<file path="src/rtl/collision_ctl_if.sv">
// Bundle of the signals between collision_ctl and its neighbours: the
// frame/player inputs, the obstacle table read port and the game controller
// link. The slave modport is the collision controller's view; the master
// modport is the surrounding logic (or a bench) that drives it.
// Handshake: there is no valid/ready pair. frame_tick is a one-cycle request,
// obst_x/obst_y/obst_active answer obst_addr exactly one cycle later,
// collision is a one-cycle pulse, and busy stays high while a scan is in flight.
interface collision_ctl_if #(
    parameter int NUM_OBST = 8,
    parameter int COORD_W  = 11
);
    localparam int IDX_W = $clog2(NUM_OBST);

    logic               frame_tick;
    logic [COORD_W-1:0] player_x;
    logic [COORD_W-1:0] player_y;
    logic [IDX_W-1:0]   obst_addr;
    logic [COORD_W-1:0] obst_x;
    logic [COORD_W-1:0] obst_y;
    logic               obst_active;
    logic [2:0]         game_state;
    logic               game_en;
    logic               game_reset;
    logic               collision;
    logic [IDX_W-1:0]   hit_idx;
    logic               busy;
    logic [1:0]         dbg_state;

    modport master (
        output frame_tick, player_x, player_y, obst_x, obst_y, obst_active,
               game_state, game_en, game_reset,
        input  obst_addr, collision, hit_idx, busy, dbg_state
    );

    modport slave (
        input  frame_tick, player_x, player_y, obst_x, obst_y, obst_active,
               game_state, game_en, game_reset,
        output obst_addr, collision, hit_idx, busy, dbg_state
    );
endinterface

</file>
<file path="src/rtl/collision_ctl.sv">
// Per-frame collision detector. On frame_tick it walks the obstacle table
// through a one-cycle-latency read port, tests each active entry's box against
// the latched player box, and in a final DECIDE cycle emits a one-cycle
// collision pulse on a rising overlap while the game is playing.
module collision_ctl #(
    parameter int         NUM_OBST     = 8,
    parameter int         COORD_W      = 11,
    parameter int         PLAYER_W     = 32,
    parameter int         PLAYER_H     = 32,
    parameter int         OBST_W       = 32,
    parameter int         OBST_H       = 32,
    parameter logic [2:0] PLAYING_CODE = 3'b010
) (
    input  logic              clk,
    input  logic              hard_reset_n,
    collision_ctl_if.slave    bus
);
    localparam int IDX_W = $clog2(NUM_OBST);
    // One extra bit so box edge sums never wrap.
    localparam int SW    = COORD_W + 1;
    localparam logic [IDX_W-1:0] LAST_IDX = IDX_W'(NUM_OBST - 1);

    typedef enum logic [1:0] {
        IDLE   = 2'd0,
        SCAN   = 2'd1,
        LAST   = 2'd2,
        DECIDE = 2'd3
    } state_t;

    state_t             state_q;
    logic [IDX_W-1:0]   idx_q;
    logic [IDX_W-1:0]   first_q;
    logic [IDX_W-1:0]   hit_idx_q;
    logic               found_q;
    logic               overlap_prev_q;
    logic               collision_q;
    logic               busy_q;
    logic [COORD_W-1:0] px_q;
    logic [COORD_W-1:0] py_q;

    logic               cmp_valid_d;
    logic [IDX_W-1:0]   cmp_idx_d;
    logic               entry_hit_d;
    logic [SW-1:0]      px_e, py_e, ox_e, oy_e;

    assign px_e = {1'b0, px_q};
    assign py_e = {1'b0, py_q};
    assign ox_e = {1'b0, bus.obst_x};
    assign oy_e = {1'b0, bus.obst_y};

    // Read data on the bus belongs to the address issued one cycle earlier;
    // in LAST that is always the final table entry.
    assign cmp_valid_d = ((state_q == SCAN) && (idx_q != '0)) || (state_q == LAST);
    assign cmp_idx_d   = (state_q == LAST) ? LAST_IDX : idx_q - IDX_W'(1);

    // Strict inequalities: boxes that only share an edge do not overlap.
    assign entry_hit_d = bus.obst_active
                      && (px_e < ox_e + SW'(OBST_W))
                      && (ox_e < px_e + SW'(PLAYER_W))
                      && (py_e < oy_e + SW'(OBST_H))
                      && (oy_e < py_e + SW'(PLAYER_H));

    assign bus.obst_addr = idx_q;
    assign bus.collision = collision_q;
    assign bus.hit_idx   = hit_idx_q;
    assign bus.busy      = busy_q;
    assign bus.dbg_state = state_q;

    // Scan sequencer, hit accumulator and registered outputs.
    always_ff @(posedge clk or negedge hard_reset_n) begin
        if (!hard_reset_n) begin
            state_q        <= IDLE;
            idx_q          <= '0;
            first_q        <= '0;
            hit_idx_q      <= '0;
            found_q        <= 1'b0;
            overlap_prev_q <= 1'b0;
            collision_q    <= 1'b0;
            busy_q         <= 1'b0;
            px_q           <= '0;
            py_q           <= '0;
        end else begin
            collision_q <= 1'b0;
            if (bus.game_reset) begin
                // Abort wins over everything, including a same-cycle frame_tick.
                state_q        <= IDLE;
                idx_q          <= '0;
                hit_idx_q      <= '0;
                found_q        <= 1'b0;
                overlap_prev_q <= 1'b0;
                busy_q         <= 1'b0;
            end else begin
                // Scanning is in address order, so the first hit is the lowest index.
                if (cmp_valid_d && entry_hit_d && !found_q) begin
                    found_q <= 1'b1;
                    first_q <= cmp_idx_d;
                end
                case (state_q)
                    IDLE: begin
                        if (bus.frame_tick) begin
                            px_q    <= bus.player_x;
                            py_q    <= bus.player_y;
                            idx_q   <= '0;
                            found_q <= 1'b0;
                            busy_q  <= 1'b1;
                            state_q <= SCAN;
                        end
                    end
                    SCAN: begin
                        if (idx_q == LAST_IDX) begin
                            state_q <= LAST;
                        end else begin
                            idx_q <= idx_q + IDX_W'(1);
                        end
                    end
                    LAST: begin
                        idx_q   <= '0;
                        state_q <= DECIDE;
                    end
                    DECIDE: begin
                        // Pulse only on a rising overlap; the history updates even when gated.
                        collision_q    <= found_q && !overlap_prev_q && bus.game_en
                                       && (bus.game_state == PLAYING_CODE);
                        overlap_prev_q <= found_q;
                        if (found_q) begin
                            hit_idx_q <= first_q;
                        end
                        busy_q  <= 1'b0;
                        state_q <= IDLE;
                    end
                    default: state_q <= IDLE;
                endcase
            end
        end
    end
endmodule

</file>
<file path="src/flat_wrapper.sv">
// flat-port wrapper written by rule: the top's interface ports become plain ports
module collision_ctl_flat 
#(
    parameter int         NUM_OBST     = 8,
    parameter int         COORD_W      = 11,
    parameter int         PLAYER_W     = 32,
    parameter int         PLAYER_H     = 32,
    parameter int         OBST_W       = 32,
    parameter int         OBST_H       = 32,
    parameter logic [2:0] PLAYING_CODE = 3'b010
)
  (clk, hard_reset_n, bus_frame_tick, bus_player_x, bus_player_y, bus_obst_x, bus_obst_y, bus_obst_active, bus_game_state, bus_game_en, bus_game_reset, bus_obst_addr, bus_collision, bus_hit_idx, bus_busy, bus_dbg_state);
  collision_ctl_if #(.NUM_OBST(NUM_OBST), .COORD_W(COORD_W)) bus_i ();
  input  logic clk;
  input  logic hard_reset_n;
  input wire logic [$bits(bus_i.frame_tick)-1:0] bus_frame_tick;
  input wire logic [$bits(bus_i.player_x)-1:0] bus_player_x;
  input wire logic [$bits(bus_i.player_y)-1:0] bus_player_y;
  input wire logic [$bits(bus_i.obst_x)-1:0] bus_obst_x;
  input wire logic [$bits(bus_i.obst_y)-1:0] bus_obst_y;
  input wire logic [$bits(bus_i.obst_active)-1:0] bus_obst_active;
  input wire logic [$bits(bus_i.game_state)-1:0] bus_game_state;
  input wire logic [$bits(bus_i.game_en)-1:0] bus_game_en;
  input wire logic [$bits(bus_i.game_reset)-1:0] bus_game_reset;
  output wire logic [$bits(bus_i.obst_addr)-1:0] bus_obst_addr;
  output wire logic [$bits(bus_i.collision)-1:0] bus_collision;
  output wire logic [$bits(bus_i.hit_idx)-1:0] bus_hit_idx;
  output wire logic [$bits(bus_i.busy)-1:0] bus_busy;
  output wire logic [$bits(bus_i.dbg_state)-1:0] bus_dbg_state;
  assign bus_i.frame_tick = bus_frame_tick;
  assign bus_i.player_x = bus_player_x;
  assign bus_i.player_y = bus_player_y;
  assign bus_i.obst_x = bus_obst_x;
  assign bus_i.obst_y = bus_obst_y;
  assign bus_i.obst_active = bus_obst_active;
  assign bus_i.game_state = bus_game_state;
  assign bus_i.game_en = bus_game_en;
  assign bus_i.game_reset = bus_game_reset;
  assign bus_obst_addr = bus_i.obst_addr;
  assign bus_collision = bus_i.collision;
  assign bus_hit_idx = bus_i.hit_idx;
  assign bus_busy = bus_i.busy;
  assign bus_dbg_state = bus_i.dbg_state;
  collision_ctl #(.NUM_OBST(NUM_OBST), .COORD_W(COORD_W), .PLAYER_W(PLAYER_W), .PLAYER_H(PLAYER_H), .OBST_W(OBST_W), .OBST_H(OBST_H), .PLAYING_CODE(PLAYING_CODE)) u_core (.clk(clk), .hard_reset_n(hard_reset_n), .bus(bus_i));
endmodule
</file>
<file path="config.mk">
export PLATFORM = sky130hd
export DESIGN_NAME = collision_ctl_flat
export DESIGN_NICKNAME = d
export VERILOG_FILES = /design/src/rtl/collision_ctl_if.sv /design/src/rtl/collision_ctl.sv /design/src/flat_wrapper.sv
export SDC_FILE = /design/constraint.sdc
export NUM_CORES = 1
export LEC_CHECK = 0
export ABC_CLOCK_PERIOD_IN_PS = 6750
export BUFFER_PORTS_ARGS = -buffer_cell sky130_fd_sc_hd__clkbuf_2
export CAP_MARGIN = 20
export CORE_MARGIN = 3
export CORE_UTILIZATION = 45
export CTS_CLUSTER_DIAMETER = 80
export DETAILED_ROUTE_END_ITERATION = 8
export PLACE_DENSITY = 0.68
export SLEW_MARGIN = 20
export SYNTH_ARGS = -nofsm -noshare
export SYNTH_HDL_FRONTEND = slang
export SYNTH_SLANG_ARGS = --single-unit
</file>
<file path="constraint.sdc">
create_clock -name clk -period 6.75 [get_ports clk]
set_input_delay 1.35 -clock clk [delete_from_list [all_inputs] [get_ports clk]]
set_output_delay 1.35 -clock clk [all_outputs]
set_load 0.1 [all_outputs]
</file>
* After elaboration in Yosys (flattened, before gate mapping) *
Cells that the tools add are included.

word-level totals
  register bits after elaboration = 37
  output and inout bits = 10
  logic and storage cells = 77

operators by class
  bitwise operators = 1
  add/subtract/negate cells = 6
  muxes and demuxes = 23
  order comparisons = 4
  equality and inequality tests = 8
  reduce and logical (&&, ||, !) cells = 25

operators with widths
  kind                                                                   number
  11-bit by 6-bit adder with 12-bit output, second input constant        4
  11-bit by 12-bit less-than comparator with 1-bit output                4
  3-bit 2-to-1 mux                                                       7
  1-bit logical AND                                                      10
  1-bit 2-to-1 mux                                                       10
  3-bit inequality test, second input constant                           3
  3-bit case mux with 3 select lines                                     1
  2-bit case mux with 4 select lines                                     1
  2-bit AND reduction                                                    4
  2-bit 2-to-1 mux                                                       3
  3-bit AND reduction                                                    2
  3-bit nonzero test                                                     2
  2-bit equality test, second input constant                             2
  2-bit nonzero test                                                     2
  4-bit nonzero test                                                     1
  3-bit by 1-bit adder with 3-bit output, second input constant          1
  3-bit by 2-bit equality test with 1-bit output, second input constant  1
  3-bit equality test, second input constant                             1
  3-bit by 1-bit subtractor with 3-bit output, second input constant     1
  2-bit by 1-bit equality test with 1-bit output, second input constant  1
  1-bit zero test                                                        2
  2-bit zero test                                                        1
  1-bit case mux with 2 select lines                                     1
  1-bit logical OR                                                       1
  1-bit NOT                                                              1

* Depth between registers and ports, before layout *
  depth after elaboration = 12
  depth in mapped cells = 10
  depth with buffers taken out = 10

* Least setup slack after synthesis *
OpenSTA, ideal clock, no wires.

  path type = input -> register
  from = in bus_obst_y[5]
  to = reg u_core.first_q[0]
  library setup time = 0.127 ns
  stages = 10
  arrival = 3.167 ns
  path slack = 3.456 ns
  path through = ha_1 > nand3_2 > xor2_1 > ha_1 > and3_1 > o21ai_2 > o221ai_2 > nor4b_2 > nand3_2 > mux2_1

between the ends
  cells in the longest elaborated chain, start to end = 7
  elaborated cells between the ends (all ways) = 8
  those cells by class = add/sub: 1; order compare: 2; reduce/logical: 5

RTL lines
  element                                                  line                 source
  from (decl)                                              flat_wrapper.sv:20   input wire logic [$bits(bus_i.obst_y)-1:0] bus_obst_y;
  11-bit by 6-bit adder with 12-bit output                 collision_ctl.sv:60  && (py_e < oy_e + SW'(OBST_H))
  11-bit by 12-bit less-than comparator with 1-bit output  collision_ctl.sv:60
  1-bit logical AND                                        collision_ctl.sv:60
  1-bit logical AND (*)                                    collision_ctl.sv:61  && (oy_e < py_e + SW'(PLAYER_H));
  1-bit logical AND (*) (2 in a row)                       collision_ctl.sv:94  if (cmp_valid_d && entry_hit_d && !found_q) begin
  2-bit AND reduction (no line) (*)                        n/a
  to (signal assigned)                                     collision_ctl.sv:96  first_q <= cmp_idx_d;
  to (decl)                                                collision_ctl.sv:32  logic [IDX_W-1:0] first_q;

Every way passes the cells marked *; elsewhere a longest branch is shown, timed or not.
A chain may end at the register's enable or synchronous reset.

* Worst setup path after layout *
  from = in bus_obst_y[6]
  to = reg u_core.first_q[1]

The elaborated chain is that of the path after synthesis.

==> results_dict.tcl <==
set metrics [dict create \
    r2r_start "u_core.px_q[5]" \
    final-setup-viol-count 0 \
    firstDrtPassIters 4 \
    max_freq_mhz 306 \
    ant_nets 0 \
    grt_setup_unrepaired "no" \
    final_common_cell "clkbuf_2" \
    grt_use_total 0.175 \
    worstSetupStartpoint "bus_obst_y[6]" \
    vias 2283 \
    nets 461 \
    path_depth 11 \
    worstMarginPinSlew_ns 0.910 \
    io_buffers 62 \
    crit_chain "clkbuf_2, ha_1, nand3_2, xor2_1, ha_1, and3_1, o21ai_2, o221ai_2, nor4b_2, nand3_2, mux2_1" \
    syn_nets 396 \
    outcome "completed" \
    grt-ovfl-total 0 \
    powerDensity_nw_per_um2 369 \
    insertion_delay_ns 0.29 \
    worstPathRequired_ns 6.93 \
    synth.avg_cell_area_um2 9.91 \
    cp-start-kind "primary input" \
    cp-endpoint "u_core.first_q[1]" \
    use_met1 0.240 \
    area_growth_pct 16.3 \
    arrival_ns 3.44 \
    period_minus_slack_ns 3.26 \
    maxCapViolCount 0 \
    viasPerCell 5.27 \
    drt_wl_total_um 6020 \
    max_stage_delay_ns 0.33 \
    cts_sinks 37 \
    pin_count 63 \
    initialDrtViolationCount 99 \
    cts-root-buf "clkbuf_8" \
    cts_tree "yes" \
    synth_cell_type_count 41 \
    cts_resized 0 \
    wl_per_cell_um 13.9 \
    p_switching_mw 0.561 \
    switching_share 0.451 \
    gp_congestion 0.790 \
    critPathMaxFanout 4 \
    cpLargestDelayFamily "simple AND/OR/NAND/NOR gates" \
    sequentialPowerShare 0.327 \
    combPwrFrac 0.551 \
    end_kind "register" \
    holdWs_ns 0.513 \
    worst-setup-path-type "primary input to register" \
    r2r_end "u_core.first_q[1]" \
    final_layout_size_suffix_gt1_frac 0.279 \
    p_leak_nw 1.73 \
    slew_violations 0 \
    cts_max_path_buffers 2 \
    power.total_mw 1.24 \
    finalClockSkew_ns 0.00615 \
    vdd_drop_max_mv 0.163 \
    drc 0 \
    final_cell_mix "62 x clkbuf_2, 51 x ha_1, 37 x dfrtp_1" \
    finalSetupTns_ns 0 \
    grt_max_degree 38 \
    hold_class "register to register" \
    start_util 0.477 \
    clkPwrFrac 0.121 \
    internal_power_mw 0.682 \
    dieHeight_um 86.2 \
    grt_busiest_layer "met2" \
    ys_warn_count 0 \
    path_buf_inv 1 \
    grt_pass1_wl_um 10400 \
    n_fill_cell 573 \
    row_count 28 \
    r2r_slack_ns 4.01 \
    cp_slowest_cell "mux2_1" \
    die_w_um 86.2 \
    seq_area_frac_synth 0.320 \
    netlist_instances 292 \
    die-area_um2 7430 \
    antenna_cells 0 \
    hold_violations 0 \
    cts_setup_buffers 0 \
    cts_max_level 2 \
    first_global_vias 2289 \
    hold_buffers 0 \
    clk_pin_slew_worst_paths_ns 0.08 \
    synthesis.area_um2 2890 \
    grt_use_met3 0.0380 \
    use_met2 0.272 \
    antenna_found_initial 0 \
    final.period_utilization 0.484 \
    reg2reg_depth 10 \
    ys_ff_latch 37 \
    core_area_um2 6060 \
    slew_headroom 0.393 \
    cts_made_buffers 5 \
    dpl.hpwl_um 5020 \
]
-- per-stage QoR --
stage                util  std cells  area (um^2)  worst slack, ns
global placement    0.541        425         3280             3.24
global route        0.555        433         3360             3.33
floorplan               -        292         2890             3.46
detailed placement  0.541        425         3280             3.18
CTS                 0.555        433         3360             3.49
finish              0.555        433         3360             3.49
-- cell type report --
type | instances | area, um^2 | area share
Multi-Input combinational cell | 223 | 1850 | 0.549
Sequential cell | 37 | 926 | 0.275
Timing Repair Buffer | 62 | 310 | 0.0922
Inverter | 28 | 105 | 0.0312
Tap cell | 75 | 93.8 | 0.0279
Clock buffer | 6 | 72.6 | 0.0216
Clock inverter | 2 | 10.0 | 0.00298
-- worst register-to-register path, cell delays in order (launching register included) --
cell and delay (ns):
dfrtp_1 0.42, ha_1 0.24, nand3_1 0.10, xor2_1 0.15
ha_1 0.32, and4_1 0.25, a221oi_2 0.22, a21oi_1 0.14
nor4b_2 0.29, nand3_2 0.15, mux2_1 0.33
-- kinds of logic after synthesis --
group	share of synthesized area
flip-flops	0.320
AO/OA/AOI/OAI	0.120
AND/OR/NAND/NOR	0.149
buffers and inverters	0.0415
multiplexers	0.0969
XOR/XNOR	0.0515
adder cells (fa/ha/maj)	0.221
-- cells in the mapped netlist --
cell       number  area, um^2
nand3_1        17        85.1
nand4bb_1       1        11.3
a221oi_1        4        35.0
o221ai_2        1        15.0
or3_1           1        6.26
nand4_1         3        18.8
o22ai_1         1        6.26
o2111ai_1       2        17.5
nor2_1         10        37.5
xor2_1         12         105
mux2_2         22         248
ha_1           51         638
and3_1          7        43.8
nor3b_1         1        7.51
nor4b_2         1        15.0
a211oi_1        1        7.51
a221oi_2        1        15.0
dfrtp_1        37         926
inv_1          28         105
o32ai_1         1        8.76
a21o_1         11        82.6
nand3_2         2        20.0
a21oi_1        18        90.1
nor4_1          1        6.26
and4_1          1        8.76
o21a_1          1        7.51
o211ai_1        1        7.51
a31oi_1         1        6.26
clkbuf_1        2        7.51
o21ai_0         8        40.0
or2_2           1        6.26
mux2i_1         1        10.0
nor3_2          2        20.0
xnor2_1         5        43.8
nand2_1        16        60.1
nor3_1          4        20.0
nand3b_1        2        15.0
mux2_1          2        22.5
o21ai_2         1        8.76
buf_1           2        7.51
nand2b_1        8        50.1
-- sequential cells by signal, summed over array words and instances, names as in the netlist --
register	cells
u_core.bus.hit_idx	3
u_core.bus.busy	1
u_core.bus.dbg_state	2
u_core.bus.collision	1
u_core.px_q	11
u_core.first_q	3
u_core.overlap_prev_q	1
u_core.py_q	11
u_core.found_q	1
u_core.bus.obst_addr	3
-- power by group through the flow --
| stage | Combinational [mW] | Sequential, mW | Clock, mW |
|---|---|---|---|
| after floorplan | 0.475 | 0.453 | 0 |
| after global placement | 0.669 | 0.408 | 0 |
| after detailed placement | 0.691 | 0.412 | 0 |
| after CTS | 0.692 | 0.407 | 0.154 |
| after global routing | 0.779 | 0.424 | 0.165 |
| final | 0.685 | 0.407 | 0.151 |
-- worst min-delay path by stage --
stage	startpoint	end	slack [ns]	cells after the start
finish	u_core.first_q[0]	u_core.first_q[0]	0.51	1
global route	u_core.first_q[1]	u_core.first_q[1]	0.53	1
CTS	u_core.first_q[0]	u_core.first_q[0]	0.52	1
detailed placement	u_core.first_q[1]	u_core.first_q[1]	0.50	1
global placement	u_core.first_q[1]	u_core.first_q[1]	0.49	1
floorplan	u_core.first_q[0]	u_core.first_q[0]	0.46	1
-- per-layer routing --
layer	vias to the layer above	share of wire
li1	1171	-
met1	1059	0.48
met2	42	0.45
met3	11	0.046
met4	0	0.020
met5	-	0
Note: power is estimated with default switching activity, not from simulation.
